===== src/rtl/snd_cmd_pkg.sv =====
// Shared constants and sizing helper for the sound-command mailbox.
// Combinational only; no flow control.
package snd_cmd_pkg;

  // Edge history resets to "already at the post-edge level", so a held strobe cannot fire.
  localparam logic EDGE_HIST_RST = 1'b1;
  localparam int   HOLD_RST      = 0;

  function automatic int CNT_W(input int depth);
    return $clog2(depth + 1);
  endfunction

endpackage


===== src/rtl/snd_cmd_mailbox_strobe_edge.sv =====
// One-cycle event on a qualified edge of a strobe; history sampled only on ce.
// Latency: event is combinational from the strobe at the ce edge; no backpressure.
module strobe_edge
  import snd_cmd_pkg::*;
#(
  parameter bit RISE = 1'b0
) (
  input  logic clk,
  input  logic rst_n,
  input  logic ce,
  input  logic strobe,
  output logic evt
);

  logic at_lvl;
  logic hist_q;

  // at_lvl is true once the strobe sits on the level reached after the edge of interest
  assign at_lvl = RISE ? strobe : ~strobe;
  assign evt    = ce & at_lvl & ~hist_q;

  always_ff @(posedge clk or negedge rst_n) begin
    if (!rst_n) begin
      hist_q <= EDGE_HIST_RST;
    end else if (ce) begin
      hist_q <= at_lvl;
    end
  end

endmodule


===== src/rtl/snd_cmd_mailbox.sv =====
// Main-to-sound CPU command FIFO with interrupt and delayed vector-gate flag.
// Latency 1 clk12m per event; full pushes drop, or overwrite newest with SNDCMD_OVERWRITE_EN.
module snd_cmd_mailbox
  import snd_cmd_pkg::*;
#(
  parameter int DW      = 8,
  parameter int DEPTH   = 4,
  parameter int VEC_DLY = 2
) (
  input  logic                     clk12m,
  input  logic                     nRESET,
  input  logic                     cpu_ce,
  input  logic                     snd_ce,
  input  logic                     nSNDCMD,
  input  logic [DW-1:0]            cmd_din,
  input  logic                     snd_rd_n,
  input  logic                     int_ack_n,
  output logic [DW-1:0]            cmd_dout,
  output logic                     snd_int,
  output logic                     snd_int_dly,
  output logic [CNT_W(DEPTH)-1:0]  count,
  output logic                     overflow
);

  localparam int CW = CNT_W(DEPTH);
  localparam int PW = (DEPTH > 1) ? $clog2(DEPTH) : 1;

  logic          push_evt, rd_end_evt, ack_evt;
  logic [DW-1:0] mem_q [DEPTH];
  logic [PW-1:0] wr_ptr_q, wr_ptr_d, rd_ptr_q, rd_ptr_d;
  logic [CW-1:0] count_q, count_d;
  logic [DW-1:0] hold_q;
  logic          snd_int_q, snd_int_d;
  logic          ovf_q;
  logic [VEC_DLY-1:0] dly_q, dly_d;
  logic [VEC_DLY:0]   dly_shf;
  logic          empty, full, do_pop, do_wr, ovf_evt;

  strobe_edge #(.RISE(1'b0)) u_push (
    .clk(clk12m), .rst_n(nRESET), .ce(cpu_ce), .strobe(nSNDCMD), .evt(push_evt)
  );
  strobe_edge #(.RISE(1'b1)) u_pop (
    .clk(clk12m), .rst_n(nRESET), .ce(snd_ce), .strobe(snd_rd_n), .evt(rd_end_evt)
  );
  strobe_edge #(.RISE(1'b0)) u_ack (
    .clk(clk12m), .rst_n(nRESET), .ce(snd_ce), .strobe(int_ack_n), .evt(ack_evt)
  );

  function automatic logic [PW-1:0] ptr_inc(input logic [PW-1:0] p);
    return (p == PW'(DEPTH - 1)) ? '0 : p + PW'(1);
  endfunction

  always_comb begin
    empty    = (count_q == '0);
    full     = (count_q == CW'(DEPTH));
    do_pop   = rd_end_evt & ~empty;
    // A simultaneous pop frees the slot, so a push into a full FIFO still lands
    do_wr    = push_evt & (~full | do_pop);
    ovf_evt  = push_evt & full & ~do_pop;
    wr_ptr_d = do_wr  ? ptr_inc(wr_ptr_q) : wr_ptr_q;
    rd_ptr_d = do_pop ? ptr_inc(rd_ptr_q) : rd_ptr_q;
    count_d  = count_q;
    if (do_wr && !do_pop) begin
      count_d = count_q + CW'(1);
    end else if (!do_wr && do_pop) begin
      count_d = count_q - CW'(1);
    end
    snd_int_d = push_evt | (do_pop & (count_d != '0)) | (snd_int_q & ~ack_evt);
    dly_shf   = {dly_q, snd_int_q};
    dly_d     = dly_shf[VEC_DLY-1:0];
  end

`ifdef SNDCMD_OVERWRITE_EN
  logic [PW-1:0] last_ptr;
  assign last_ptr = (wr_ptr_q == '0) ? PW'(DEPTH - 1) : wr_ptr_q - PW'(1);
`endif

  always_ff @(posedge clk12m or negedge nRESET) begin
    if (!nRESET) begin
      for (int i = 0; i < DEPTH; i++) begin
        mem_q[i] <= '0;
      end
    end else if (do_wr) begin
      mem_q[wr_ptr_q] <= cmd_din;
`ifdef SNDCMD_OVERWRITE_EN
    end else if (ovf_evt) begin
      mem_q[last_ptr] <= cmd_din;
`endif
    end
  end

  always_ff @(posedge clk12m or negedge nRESET) begin
    if (!nRESET) begin
      wr_ptr_q  <= '0;
      rd_ptr_q  <= '0;
      count_q   <= '0;
      hold_q    <= DW'(HOLD_RST);
      snd_int_q <= 1'b0;
      ovf_q     <= 1'b0;
      dly_q     <= '0;
    end else begin
      wr_ptr_q  <= wr_ptr_d;
      rd_ptr_q  <= rd_ptr_d;
      count_q   <= count_d;
      snd_int_q <= snd_int_d;
      if (do_pop) begin
        hold_q <= mem_q[rd_ptr_q];
      end
      if (ovf_evt) begin
        ovf_q <= 1'b1;
      end
      if (snd_ce) begin
        dly_q <= dly_d;
      end
    end
  end

  assign cmd_dout    = empty ? hold_q : mem_q[rd_ptr_q];
  assign snd_int     = snd_int_q;
  assign snd_int_dly = dly_q[VEC_DLY-1];
  assign count       = count_q;
  assign overflow    = ovf_q;

endmodule


===== config.mk =====
export PLATFORM = sky130hd
export DESIGN_NAME = snd_cmd_mailbox
export DESIGN_NICKNAME = d
export VERILOG_FILES = /design/src/rtl/snd_cmd_pkg.sv /design/src/rtl/snd_cmd_mailbox_strobe_edge.sv /design/src/rtl/snd_cmd_mailbox.sv
export SDC_FILE = /design/constraint.sdc
export NUM_CORES = 1
export LEC_CHECK = 0
export ABC_AREA = 1
export CAP_MARGIN = 15
export CORE_MARGIN = 8
export CORE_UTILIZATION = 40
export CTS_CLUSTER_DIAMETER = 200
export DETAILED_ROUTE_END_ITERATION = 10
export GPL_TIMING_DRIVEN = 0
export PLACE_DENSITY_LB_ADDON = 0.1
export SLEW_MARGIN = 20
export SYNTH_ARGS = -nofsm -noshare
export SYNTH_HDL_FRONTEND = slang
export SYNTH_SLANG_ARGS = --single-unit

===== constraint.sdc =====
create_clock -name clk12m -period 1.9 [get_ports clk12m]
set_input_delay 0.285 -clock clk12m [delete_from_list [all_inputs] [get_ports clk12m]]
set_output_delay 0.285 -clock clk12m [all_outputs]
set_load 0.005 [all_outputs]

==> run metrics <==
Num CTS Buffers=5; routed vias=2095; post-route ant nets=0; CP Data Required Time=1.62 ns; Synth cell types=27; dpl cell area=3020 um^2; count leader, synth=nand2_1; via-per-instance ratio=4.96; H-tree depth=2; Post-Synthesis Cells=299; GPL Wtd Cong=0.731; relative slew slack=0.543; post-place setup slack=-0.532 ns; setup ws final=0.0220 ns; Worst setup SP type=register; CP Class=register to output port; Reg clk slew, reported paths=0.11 ns; Iter 0 DRT Violations=83; dpl cells=403; Slowest cell on crit path=dfrtp_1; commonest cells in the synthesized netlist=nand2_1 (93), dfrtp_1 (51), o21ai_0 (48); Syn Std Cell Area=2650 um^2; # diodes=0; Yosys reg bits=54; grt total ovfl=0; per-cell routed wire length=14.7 um; detailed placement HPWL=4180 um; final wirelength=6220 um; max_cap viols=0; ys async rst share=1.00; Core Region=6390 um^2; leakage=0.00161 uW; DRC=0; first-pass GRT wire length=10500 um; Yosys top cell by area=dfrtp_1; CP Data Arrival Time=1.59 ns; crit-path max FO=5; Hold Slack=0.00443 ns; cell area power density=1580 nW/um^2; worst-skew pair later-pin latency=0.31 ns; CP top delay family=buffers and inverters; Synth warnings=0; die area=9490 um^2; area delta synth->final=25.0%; Worst VDD drop=635 uV; post-synthesis sequential area ratio=0.511; Setup Viol. Count Final=0; worst path cell trace=buf_6 > clkinv_8 > buf_8 > nand2_1 > a32o_2 > o21ai_2 > buf_2; die width=97.4 um; Top Ports=29; largest net degree at the start of global routing=55; Final Skew=0.0181 ns; Syn Area/Cell=8.87 um^2; Rows=29; All-Layer GR Usage=0.134; Fin. Hold Viols=0; status=completed; CTS tree=yes; share of cells above drive strength 1=0.223; initial core utilization=0.415; worst hold path class=primary input to asynchronous set/reset pin; syn nets=322; Reg area=1360 um^2; post-route design area=3320 um^2; WP buf/inv=4; Worst-Margin Slew=0.686 ns; drt first pass iters=4; number of port buffers=27; fmax=532 MHz; slowest stage delay, CP=0.41 ns; Clock Path Buffers=2; number of synthesized flops with an enable pin=0; Filler Cell Count=614; CTS Hold Buffers Added=0; multi-input logic area=1140 um^2; fin. max-slew vios=0; initial antenna violation count=0; clock root buffer=clkbuf_8; nets=367; Top FF cell, synth=dfrtp_1; fin crit period=1.88 ns; vias in the first global route=2091; Synth top area share=0.481; synth top area cells=dfrtp_1 (48%), nand2_1 (13%), o21ai_0 (9.1%); Critical Path Sink Type=output port; clock tree sinks=54; Post-Layout Cell Count=422; fin util=0.519; unrepaired setup endpoints after global routing=yes; die height=97.4 um; final worst path period share=0.988
worst reg2reg max path: stages, from the launching register on:
cell     delay (ns)
dfrtp_1        0.38
inv_2          0.06
ha_4           0.16
inv_1          0.08
nor2_4         0.06
buf_6          0.16
nor2_4         0.17
nand3_1        0.09
nand2_1        0.07
nand2_1        0.05
nand2_1        0.07
nand3_1        0.08
nand2_1        0.07
nand2_1        0.05
state kept, by name, indices dropped and copies added (netlist names):
signal	count
hold_q	8
wr_ptr_q	2
snd_int	1
u_pop.hist_q	1
overflow	1
mem_q	32
rd_ptr_q	2
u_ack.hist_q	1
count	3
dly_q	2
u_push.hist_q	1
metal layers:
layer,global-route usage,part of all wire,vias to the layer above
li1,-,-,1072
met4,0.0315,0.0088,0
met5,0,0,-
met2,0.216,0.46,27
met3,0.0341,0.041,8
met1,0.174,0.49,988
final timing paths:
path,start,to,slack [ns],depth (start not counted)
max,rd_ptr_q[0],cmd_dout[3],0.02,7
min,nRESET,dly_q[0],0.004,1
max reg2reg,count[1],snd_int,0.24,13
min reg2reg,overflow,overflow,0.49,1
max in group asynchronous,nRESET,count[2],1.44,1
min in group clk12m,snd_ce,dly_q[1],0.18,2
cell families (layout without fill, tap and decap cells):
logic type / Yosys count / in the layout / share of synthesized area
AO/OA/AOI/OAI: 75 / 75 / 0.158
XOR/XNOR: 1 / 1 / 0.00330
adder cells (fa/ha/maj): 8 / 8 / 0.0377
buffers and inverters: 39 / 85 / 0.0726
flip-flops: 54 / 54 / 0.511
AND/OR/NAND/NOR: 122 / 122 / 0.218
final cells by class:
| cell class | instances | share of cell area |
|---|---|---|
| Tap cell | 77 | 0.0291 |
| Multi-Input combinational cell | 206 | 0.345 |
| Timing Repair Buffer | 38 | 0.106 |
| Inverter | 28 | 0.0377 |
| Sequential cell | 54 | 0.409 |
| Clock buffer | 6 | 0.0249 |
| Clock inverter | 2 | 0.0117 |
| Buffer | 11 | 0.0377 |
power breakdown:
group,internal [uW],switching (uW)
Clock,434,389
Sequential,1640,302
Combinational,1210,1270
Total,3290,1960
placed cells by master (no fill, tap or decap), types with 4 or more instances in the layout:
cell type	instances
inv_2	4
nand2_4	5
buf_4	8
nand2_2	6
nand2_1	91
inv_1	21
a32o_2	7
a21oi_1	10
buf_6	9
o21ai_0	40
o21ai_1	13
clkdlybuf4s50_1	18
buf_2	8
ha_1	7
clkbuf_8	8
dfrtp_1	51
nand3_1	9
metrics by stage:
stage	setup TNS [ns]	total power (uW)
after floorplan	0	3190
after global placement	-66.05	4060
after detailed placement	-4.16	4100
after CTS	0	5220
after global routing	-0.323	5670
final	0	5240
repair_timing:
item / 4_1_cts / 5_1_grt
resized for setup: 67 / 10
pin swaps: 5 / 7
setup buffers: 9 / 0
endpoints found under the setup margin: 8 / 8
cloned: 2 / 0
No activity file was read; power rests on OpenSTA's default activity.
